`src/rtl/remote_key_scheduler_pkg.sv`:
```
// Shared constants and types for the IR key scheduler: the "no key" code,
// the valid NEC key-code range and the hold-off filter states.
package remote_pkg;

    localparam logic [7:0] KEY_NONE    = 8'hFF;
    localparam logic [7:0] NEC_KEY_MAX = 8'hFE;

    typedef enum logic {
        F_IDLE = 1'b0,
        F_HOLD = 1'b1
    } filter_state_t;

endpackage

```
`src/rtl/remote_key_scheduler_fifo.sv`:
```
// Small key FIFO: DEPTH x W entries with occupancy count and asynchronous active-low reset.
// The head output is taken straight from storage, so pop never reaches dout combinationally.
module key_fifo #(
    parameter int              W     = 8,
    parameter int              DEPTH = 4,
    parameter logic [W-1:0]    NONE  = '1
) (
    input  logic                       clk,
    input  logic                       rst,
    input  logic                       push,
    input  logic                       pop,
    input  logic [W-1:0]               din,
    output logic [W-1:0]               dout,
    output logic                       full,
    output logic                       empty,
    output logic [$clog2(DEPTH):0]     level
);

    localparam int AW = $clog2(DEPTH);
    localparam int LW = AW + 1;

    logic [W-1:0]  mem [DEPTH];
    logic [AW-1:0] rd_ptr;
    logic [AW-1:0] wr_ptr;
    logic [LW-1:0] count;
    logic          do_push;
    logic          do_pop;

    assign empty   = (count == '0);
    assign full    = (count == LW'(DEPTH));
    assign do_pop  = pop & ~empty;
    // A pop in the same cycle frees the slot, so a push into a full FIFO still lands.
    assign do_push = push & (~full | do_pop);

    always_ff @(posedge clk or negedge rst) begin
        if (!rst) begin
            rd_ptr <= '0;
            wr_ptr <= '0;
            count  <= '0;
        end else begin
            if (do_push) wr_ptr <= wr_ptr + AW'(1);
            if (do_pop)  rd_ptr <= rd_ptr + AW'(1);
            case ({do_push, do_pop})
                2'b10:   count <= count + LW'(1);
                2'b01:   count <= count - LW'(1);
                default: count <= count;
            endcase
        end
    end

    always_ff @(posedge clk) begin
        if (do_push) mem[wr_ptr] <= din;
    end

    assign dout  = empty ? NONE : mem[rd_ptr];
    assign level = count;

endmodule

```
`src/rtl/remote_key_scheduler.sv`:
```
// Turns the NEC decoder's (key, ready) level output into a queue of key events:
// edge detect, auto-repeat hold-off filter, FIFO and a sticky overflow flag.
module remote_key_scheduler
    import remote_pkg::*;
#(
    parameter int KEY_W    = 8,
    parameter int DEPTH    = 4,
    parameter int HOLD_CYC = 64
) (
    input  logic                       clk,
    input  logic                       rst,
    input  logic [KEY_W-1:0]           key_in,
    input  logic                       key_stb,
    output logic [KEY_W-1:0]           key_out,
    output logic                       key_valid,
    input  logic                       key_ack,
    output logic [$clog2(DEPTH):0]     level,
    output logic                       overflow,
    input  logic                       ovf_clr,
    output filter_state_t              state_dbg
);

    localparam int                 CW    = (HOLD_CYC > 1) ? $clog2(HOLD_CYC) : 1;
    localparam logic [KEY_W-1:0]   KNONE = KEY_W'(KEY_NONE);
    localparam logic [KEY_W-1:0]   KMAX  = KEY_W'(NEC_KEY_MAX);

    logic              stb_q;
    logic              evt;
    logic              repeat_hit;
    logic              push;
    logic              pop;
    logic              full;
    logic              empty;
    logic              drop;
    logic [KEY_W-1:0]  last_key;
    logic [CW-1:0]     hold_cnt;
    filter_state_t     state;

    // Only a rising edge of ready carrying an in-range code is an event.
    assign evt        = key_stb & ~stb_q & (key_in <= KMAX);
    // Once the count has reached zero the window is over, even before the FSM leaves HOLD.
    assign repeat_hit = (state == F_HOLD) && (hold_cnt != '0) && (key_in == last_key);
    assign push       = evt & ~repeat_hit;
    assign pop        = key_valid & key_ack;
    assign drop       = push & full & ~pop;

    always_ff @(posedge clk or negedge rst) begin
        if (!rst) begin
            stb_q    <= 1'b0;
            last_key <= KNONE;
            hold_cnt <= '0;
            state    <= F_IDLE;
            overflow <= 1'b0;
        end else begin
            stb_q <= key_stb;
            if (evt) begin
                last_key <= key_in;
                hold_cnt <= CW'(HOLD_CYC - 1);
                state    <= F_HOLD;
            end else if (state == F_HOLD) begin
                if (hold_cnt == '0) state <= F_IDLE;
                else                hold_cnt <= hold_cnt - CW'(1);
            end
            if (drop)         overflow <= 1'b1;
            else if (ovf_clr) overflow <= 1'b0;
        end
    end

    key_fifo #(
        .W     (KEY_W),
        .DEPTH (DEPTH),
        .NONE  (KNONE)
    ) u_fifo (
        .clk   (clk),
        .rst   (rst),
        .push  (push),
        .pop   (pop),
        .din   (key_in),
        .dout  (key_out),
        .full  (full),
        .empty (empty),
        .level (level)
    );

    assign key_valid = ~empty;
    assign state_dbg = state;

endmodule

```
`config.mk`:
```
export PLATFORM = sky130hd
export DESIGN_NAME = remote_key_scheduler
export DESIGN_NICKNAME = d
export VERILOG_FILES = /design/src/rtl/remote_key_scheduler_pkg.sv /design/src/rtl/remote_key_scheduler_fifo.sv /design/src/rtl/remote_key_scheduler.sv
export SDC_FILE = /design/constraint.sdc
export NUM_CORES = 1
export LEC_CHECK = 0
export CAP_MARGIN = 20
export CORE_MARGIN = 5
export CORE_UTILIZATION = 43
export DETAILED_ROUTE_END_ITERATION = 6
export DONT_BUFFER_PORTS = 1
export HOLD_SLACK_MARGIN = 0.05
export RECOVER_POWER = 100
export SLEW_MARGIN = 20
export SYNTH_ARGS = -nofsm -noshare
export SYNTH_HDL_FRONTEND = slang
export SYNTH_SLANG_ARGS = --single-unit
```
`constraint.sdc`:
```
create_clock -name clk -period 7.45 [get_ports clk]
set_clock_uncertainty 0.05 [all_clocks]
set_input_delay 1.49 -clock clk [delete_from_list [all_inputs] [get_ports clk]]
set_output_delay 1.49 -clock clk [all_outputs]
set_load 0.005 [all_outputs]
```
# Word level (Yosys, flattened, before mapping)
# Memory sizes are Yosys's and may differ from the RTL's.
# Cells that the tools add are included.
word_totals:
  inputBits: 13
  output_inout_bits: 14
  register_bits: 24
  elab_cells: 55
  mem_count: 1
  ramBits: 32
memory_table:
  columns: ["name", "words", "word_bits", "rd", "rd_clocked_by_memory_dff", "wr", "line", "rtl"]
  rows:
  - ["u_fifo.mem", 4, 8, 1, 0, 1, "remote_key_scheduler_fifo.sv:22", "logic [W-1:0] mem [DEPTH];"]
op_classes:
  n_addsub: 5
  n_mux: 12
  bitwise: 14
  reduce_logical: 9
  n_eq_ne: 5
  magnitude_cmp: 1
op_table:
  columns: ["cell", "n"]
  rows:
  - ["6-bit 2-to-1 mux", 3]
  - ["1-bit AND", 8]
  - ["8-bit equality test", 1]
  - ["8-bit <= comparator (second input constant)", 1]
  - ["8-bit 2-to-1 mux", 1]
  - ["1-bit 2-to-1 mux", 7]
  - ["6-bit zero test", 1]
  - ["3-bit one-hot mux with 2 select lines", 1]
  - ["2-bit nonzero test", 3]
  - ["6-bit nonzero test", 1]
  - ["6-bit by 1-bit subtractor with 6-bit output (second input constant)", 1]
  - ["1-bit inverter", 5]
  - ["2-bit by 1-bit adder with 2-bit output (second input constant)", 2]
  - ["3-bit by 1-bit adder with 3-bit output (second input constant)", 1]
  - ["3-bit equality test (second input constant)", 1]
  - ["3-bit zero test", 1]
  - ["3-bit by 1-bit subtractor with 3-bit output (second input constant)", 1]
  - ["2-bit by 1-bit equality test with 1-bit output (second input constant)", 1]
  - ["2-bit equality test (second input constant)", 1]
  - ["1-bit logical AND", 2]
  - ["2-bit != test (second input constant)", 1]
  - ["2-bit AND reduction", 1]
  - ["1-bit OR", 1]

# Depth between registers and ports, before layout
depth:
  word_depth: 8
  ltp_mapped: 13
  ltp_nobuf: 13

# Modules after synthesis
# From an unflattened synthesis, not the netlist that was laid out.
unflattened:
  cells_unflattened: 177
  hier_area_um2: 2597.5
by_module_without_submodules:
  columns: ["mod", "area_each_um2", "seq_area_each_um2", "n_inst", "cells_each"]
  rows:
  - ["key_fifo", 1719.1, 1136.1, 1, 103]
  - ["remote_key_scheduler", 878.3, 435.4, 1, 74]

# Worst setup path after synthesis
# No wires, ideal clock.
synth_path:
  kind: "input to register"
  startpoint: "in key_ack"
  endpoint: "reg u_fifo.count[2] (netlist: u_fifo.level[2])"
  setup_time_ns: 0.079
  arrival_ns: 3.151
  path_slack_ns: 4.170
  path_buffers: 0
  t_required_ns: 7.321
  path_stages: 9
  path_cell_list: "nor4b_1 nor3_4 inv_1 ha_1 inv_1 fa_1 xor2_1 nor2_1 xor2_1"
synth_between:
  elab_chain_len: 6
  word_cells_on_any_way: 8
  cone_classes: "eq/ne: 2; mux: 1; bitwise: 4; reduce/logical: 1"
synth_rtl:
  columns: ["item", "line", "rtl"]
  rows:
  - ["from (decl)", "remote_key_scheduler.sv:16", "input logic key_ack,"]
  - ["1-bit AND *", "remote_key_scheduler.sv:44", "assign pop = key_valid & key_ack;"]
  - ["1-bit AND *", "remote_key_scheduler_fifo.sv:31", "assign do_pop = pop & ~empty;"]
  - ["1-bit OR", "remote_key_scheduler_fifo.sv:33", "assign do_push = push & (~full | do_pop);"]
  - ["1-bit AND", "remote_key_scheduler_fifo.sv:33", null]
  - ["2-bit by 1-bit equality test with 1-bit output / 2-bit equality test (equally long branches)", "remote_key_scheduler_fifo.sv:43", "case ({do_push, do_pop})"]
  - ["3-bit one-hot mux with 2 select lines / 2-bit nonzero test (equally long branches)", null, null]
  - ["to (signal assigned)", "remote_key_scheduler_fifo.sv:44", "2'b10: count <= count + LW'(1);"]
  - ["to (signal assigned)", "remote_key_scheduler_fifo.sv:45", "2'b01: count <= count - LW'(1);"]
  - ["to (signal assigned)", "remote_key_scheduler_fifo.sv:46", "default: count <= count;"]
  - ["to (decl)", "remote_key_scheduler_fifo.sv:25", "logic [LW-1:0] count;"]
# Mark *: on every way between the ends. The rest lies on a longest branch, timed or not.
# A chain may end at the register's enable or synchronous reset.

# Worst setup path in the final report
layout_path:
  startpoint: "in key_in[5]"
  endpoint: "reg u_fifo.count[2] (netlist: u_fifo.level[2])"
layout_between:
  elab_chain_len: 7
  word_cells_on_any_way: 11
  cone_classes: "order compare: 1; eq/ne: 3; mux: 1; bitwise: 4; reduce/logical: 2"
layout_rtl:
  columns: ["item", "line", "rtl"]
  rows:
  - ["from (decl)", "remote_key_scheduler.sv:12", "input logic [KEY_W-1:0] key_in,"]
  - ["branches (longest 3 deep; another with 8-bit <= comparator)", null, null]
  - ["1-bit AND *", "remote_key_scheduler.sv:43", "assign push = evt & ~repeat_hit;"]
  - ["1-bit AND *", "remote_key_scheduler_fifo.sv:33", null]
  - ["2-bit by 1-bit equality test with 1-bit output / 2-bit equality test (equally long branches)", "remote_key_scheduler_fifo.sv:43", null]
  - ["3-bit one-hot mux with 2 select lines / 2-bit nonzero test (equally long branches)", null, null]
# Mark *: on every way between the ends.

==> flow_metrics.py <==
metrics = {
    "cts": {
        "path_clk_slew_ps": 100,
        "post_cts_resized": 0,
        "cts_root_buffer": "clkbuf_8",
        "cts_made_buffers": 5,
        "post_cts_buffers": 0,
        "clkSinkCount": 56,
        "cts_tree": "yes",
        "hold_buffers": 0,
        "cts_buffer_depth": 2,
        "clk_latency_ps": 310,
        "h-tree-depth": 2,
    },
    "detailed_routing": {
        "routed_via_density": 5.215,
        "drt-wirelength-per-cell_um": 18.23,
        "route.vias.total": 1215,
        "ant_nets": 0,
        "drc": 0,
        "dr.first_iter.drc_count": 30,
        "firstDrtPassIters": 4,
        "drt_wl_total_um": 4248,
    },
    "synth": {
        "netlist_top_cells_area": "edfxtp_1 (39%), dfrtp_1 (16%), dfstp_2 (8.5%)",
        "synth-seq-cells": 56,
        "ys.flop_type": "edfxtp_1",
        "synth_seq_area_share_pct": 63.79,
        "yosys.area.top_type": "edfxtp_1",
        "async_reset_ff_share_pct": 42.86,
        "synth.avg_cell_area_sq_um": 15.79,
        "synth_top_area_share_pct": 39.00,
        "ys_types": 33,
        "synth-compound-area-share_pct": 2.133,
        "syn_inst": 156,
        "synth-simple-area-share_pct": 9.243,
        "synth_top_family_by_area": "multiplexers",
        "syn-num-nets": 176,
        "synth_most_common_cell": "edfxtp_1",
        "synth_adder_area_share_pct": 3.860,
        "syn_area_sq_mm": 0.002464,
        "synthMuxAreaShare_pct": 11.99,
        "yosysWarnings": 0,
        "synth_xor_area_share_pct": 6.755,
        "synth_edf_count": 32,
        "yosys-top-cells-count": "edfxtp_1 (32), dfrtp_1 (16), xnor2_1 (15), inv_1 (11)",
    },
    "worst_setup_path": {
        "critPathKind": "in -> reg",
        "crit_path_end_kind": "register",
        "crit_path_max_fanout": 17,
        "cp-start-kind": "primary input",
        "crit_buf_inv": 2,
        "critPathSlowestCell": "o21ai_0",
        "cp_data_required_time_ps": 7640,
        "cp_top_family": "compound AO/OA/AOI/OAI gates",
        "cp_cell_sequence": "nand4_1 -> o21ai_0 -> nor3_1 -> inv_1 -> ha_1 -> inv_1 -> fa_1 -> xor2_1 -> nor2_1 -> xor2_1",
        "cp_slowest_stage_delay_ps": 1540,
        "critPathArrivalTime_ps": 4750,
    },
    "grt": {
        "grt.overflow.total": 0,
        "grt_pass1_wl_um": 6955,
        "antenna_found_initial": 0,
        "grtUsageTotal_pct": 12.72,
        "grt_pass1_vias": 1368,
        "grt_max_degree": 25,
    },
    "cells_and_area": {
        "fin_nets": 180,
        "regArea_sq_mm": 0.001572,
        "multiInputGateArea_sq_um": 818.3,
        "n_antenna_cell": 0,
        "fin_util_pct": 47.13,
        "area_growth_pct": 5.993,
        "drive_gt1_share_pct": 26.71,
        "fill_cells": 490,
    },
    "timing": {
        "setup_viol": 0,
        "maxSlewViolCount": 18,
        "period_share_pct": 61.20,
        "hold_violations": 0,
        "worst_pin_slew_ps": 2024,
        "rsz0062_at_grt": "false",
        "setup_tns_ps": 0,
        "fmax_mhz": 219.3,
        "min_period_ps": 4559,
        "slew_headroom_pct": -36.37,
    },
    "floorplan": {
        "ioPinCount": 27,
        "fp.dieArea_sq_mm": 0.007343,
        "start_util_pct": 44.47,
        "chipHeight_um": 85.69,
        "rows": 27,
        "die_w_um": 85.69,
        "core_area_sq_mm": 0.005540,
    },
    "min_path": {
        "worstHoldPathType": "reg -> reg",
    },
    "placed_design": {
        "dp_hpwl_um": 2999,
        "gp_congestion": 0.7485,
        "port_buffers": 0,
    },
    "power": {
        "power_frac_seq_pct": 54.6,
        "intPower_uw": 574.1,
        "combPwrFrac_pct": 25.3,
        "powerDensity_mw_per_mm2": 314.9,
        "p_leak_uw": 0.0009554,
        "p_switching_uw": 248.3,
        "peakVddDrop_v": 0.0001005,
        "p_clk_share_pct": 20.1,
        "p_sw_share_pct": 30.19,
    },
    "outcome": {
        "status": "finished with violations",
        "violations": "max-capacitance violations, max-slew violations",
    },
    "job": {
        "drv_cap": 1,
    },
}
==> area by class of cell <==
type	count	share of cell area [%]
inverter	11	1.581
sequential	56	60.18
clock inverter	3	0.8146
tap	72	3.450
multi-input combinational	86	31.34
clock buffer	5	2.635
==> per-stage QoR <==
step | area [sq um] | std cells | setup WS [ps] | total power (uW) | hold WS [ps]
finish | 2611 | 233 | 2891 | 822.4 | 487.2
global route | 2611 | 233 | 2573 | 875.7 | 532.5
CTS | 2630 | 233 | 3931 | 840.0 | 485.9
detailed placement | 2540 | 225 | 3742 | 674.4 | 462.9
global placement | 2540 | 225 | 3869 | 659.2 | 450.5
floorplan | 2464 | 156 | 4170 | 621.6 | 432.5
==> placed cells by master, fill, tap and decap left out, types with 2 or more instances in the layout <==
cell type   n
edfxtp_1   32
dfrtp_1    16
xnor2_1    15
inv_1      11
mux4_2      8
or2_2       8
nand2_1     8
dfstp_2     8
mux2_2      7
ha_1        6
and2_0      5
clkbuf_8    5
nand4_1     4
xor2_1      4
nor2_1      4
nor3_1      2
==> worst register-to-register path: cells and delay by family (launching register included) <==
family	cells	cell delay, ps
flip-flops	1	370
AO/OA/AOI/OAI	1	690
adder cells (fa/ha/maj)	2	400
buffers and inverters	2	170
XOR/XNOR	2	290
AND/OR/NAND/NOR	3	1080
==> per-layer routing <==
metal	GRT usage, %	wire, um	vias up
li1	-	-	560
met5	0	0	-
met1	14.55	1695	632
met4	4.748	67	0
met3	3.266	181	7
met2	22.81	2303	16
==> power by group through the flow <==
| stage | Clock, uW | Combinational, uW | Sequential, uW |
|---|---|---|---|
| floorplan | 0 | 201 | 421 |
| global placement | 0 | 207 | 453 |
| detailed placement | 0 | 216 | 458 |
| CTS | 172 | 217 | 451 |
| global route | 184 | 232 | 460 |
| finish | 165 | 208 | 449 |
==> sequential cells by signal, indices dropped and copies added, names as in the netlist <==
| name | flops |
|---|---|
| u_fifo.mem | 32 |
| overflow | 1 |
| u_fifo.rd_ptr | 2 |
| last_key | 8 |
| u_fifo.wr_ptr | 2 |
| state_dbg | 1 |
| hold_cnt | 6 |
| u_fifo.level | 3 |
| stb_q | 1 |
==> kinds of logic (layout without fill, tap and decap cells) <==
logic type	after synthesis	after routing
and+or+nand+nor	38	38
AOI/OAI and AO/OA	4	4
adders and majority gates	7	7
DFF	56	56
muxes	18	18
xor gates and xnor gates	19	19
buffers and inverters	14	19
==> worst paths after layout <==
kind / endpoint / start / slack [ps] / depth (start not counted)
max in group asynchronous: last_key[7]$_DFFE_PN1P_ / rst / 6350 / 0
min reg2reg: hold_cnt[1]$_DFFE_PN0P_ / hold_cnt[1]$_DFFE_PN0P_ / 490 / 2
max: u_fifo.level[2]$_DFFE_PN0P_ / key_in[5] / 2890 / 10
min: hold_cnt[1]$_DFFE_PN0P_ / hold_cnt[1]$_DFFE_PN0P_ / 490 / 2
max reg2reg: u_fifo.level[2]$_DFFE_PN0P_ / stb_q$_DFF_PN0_ / 4300 / 10
min in group asynchronous: hold_cnt[0]$_DFFE_PN0P_ / rst / 810 / 0
Power figures use the tool's default switching activity.
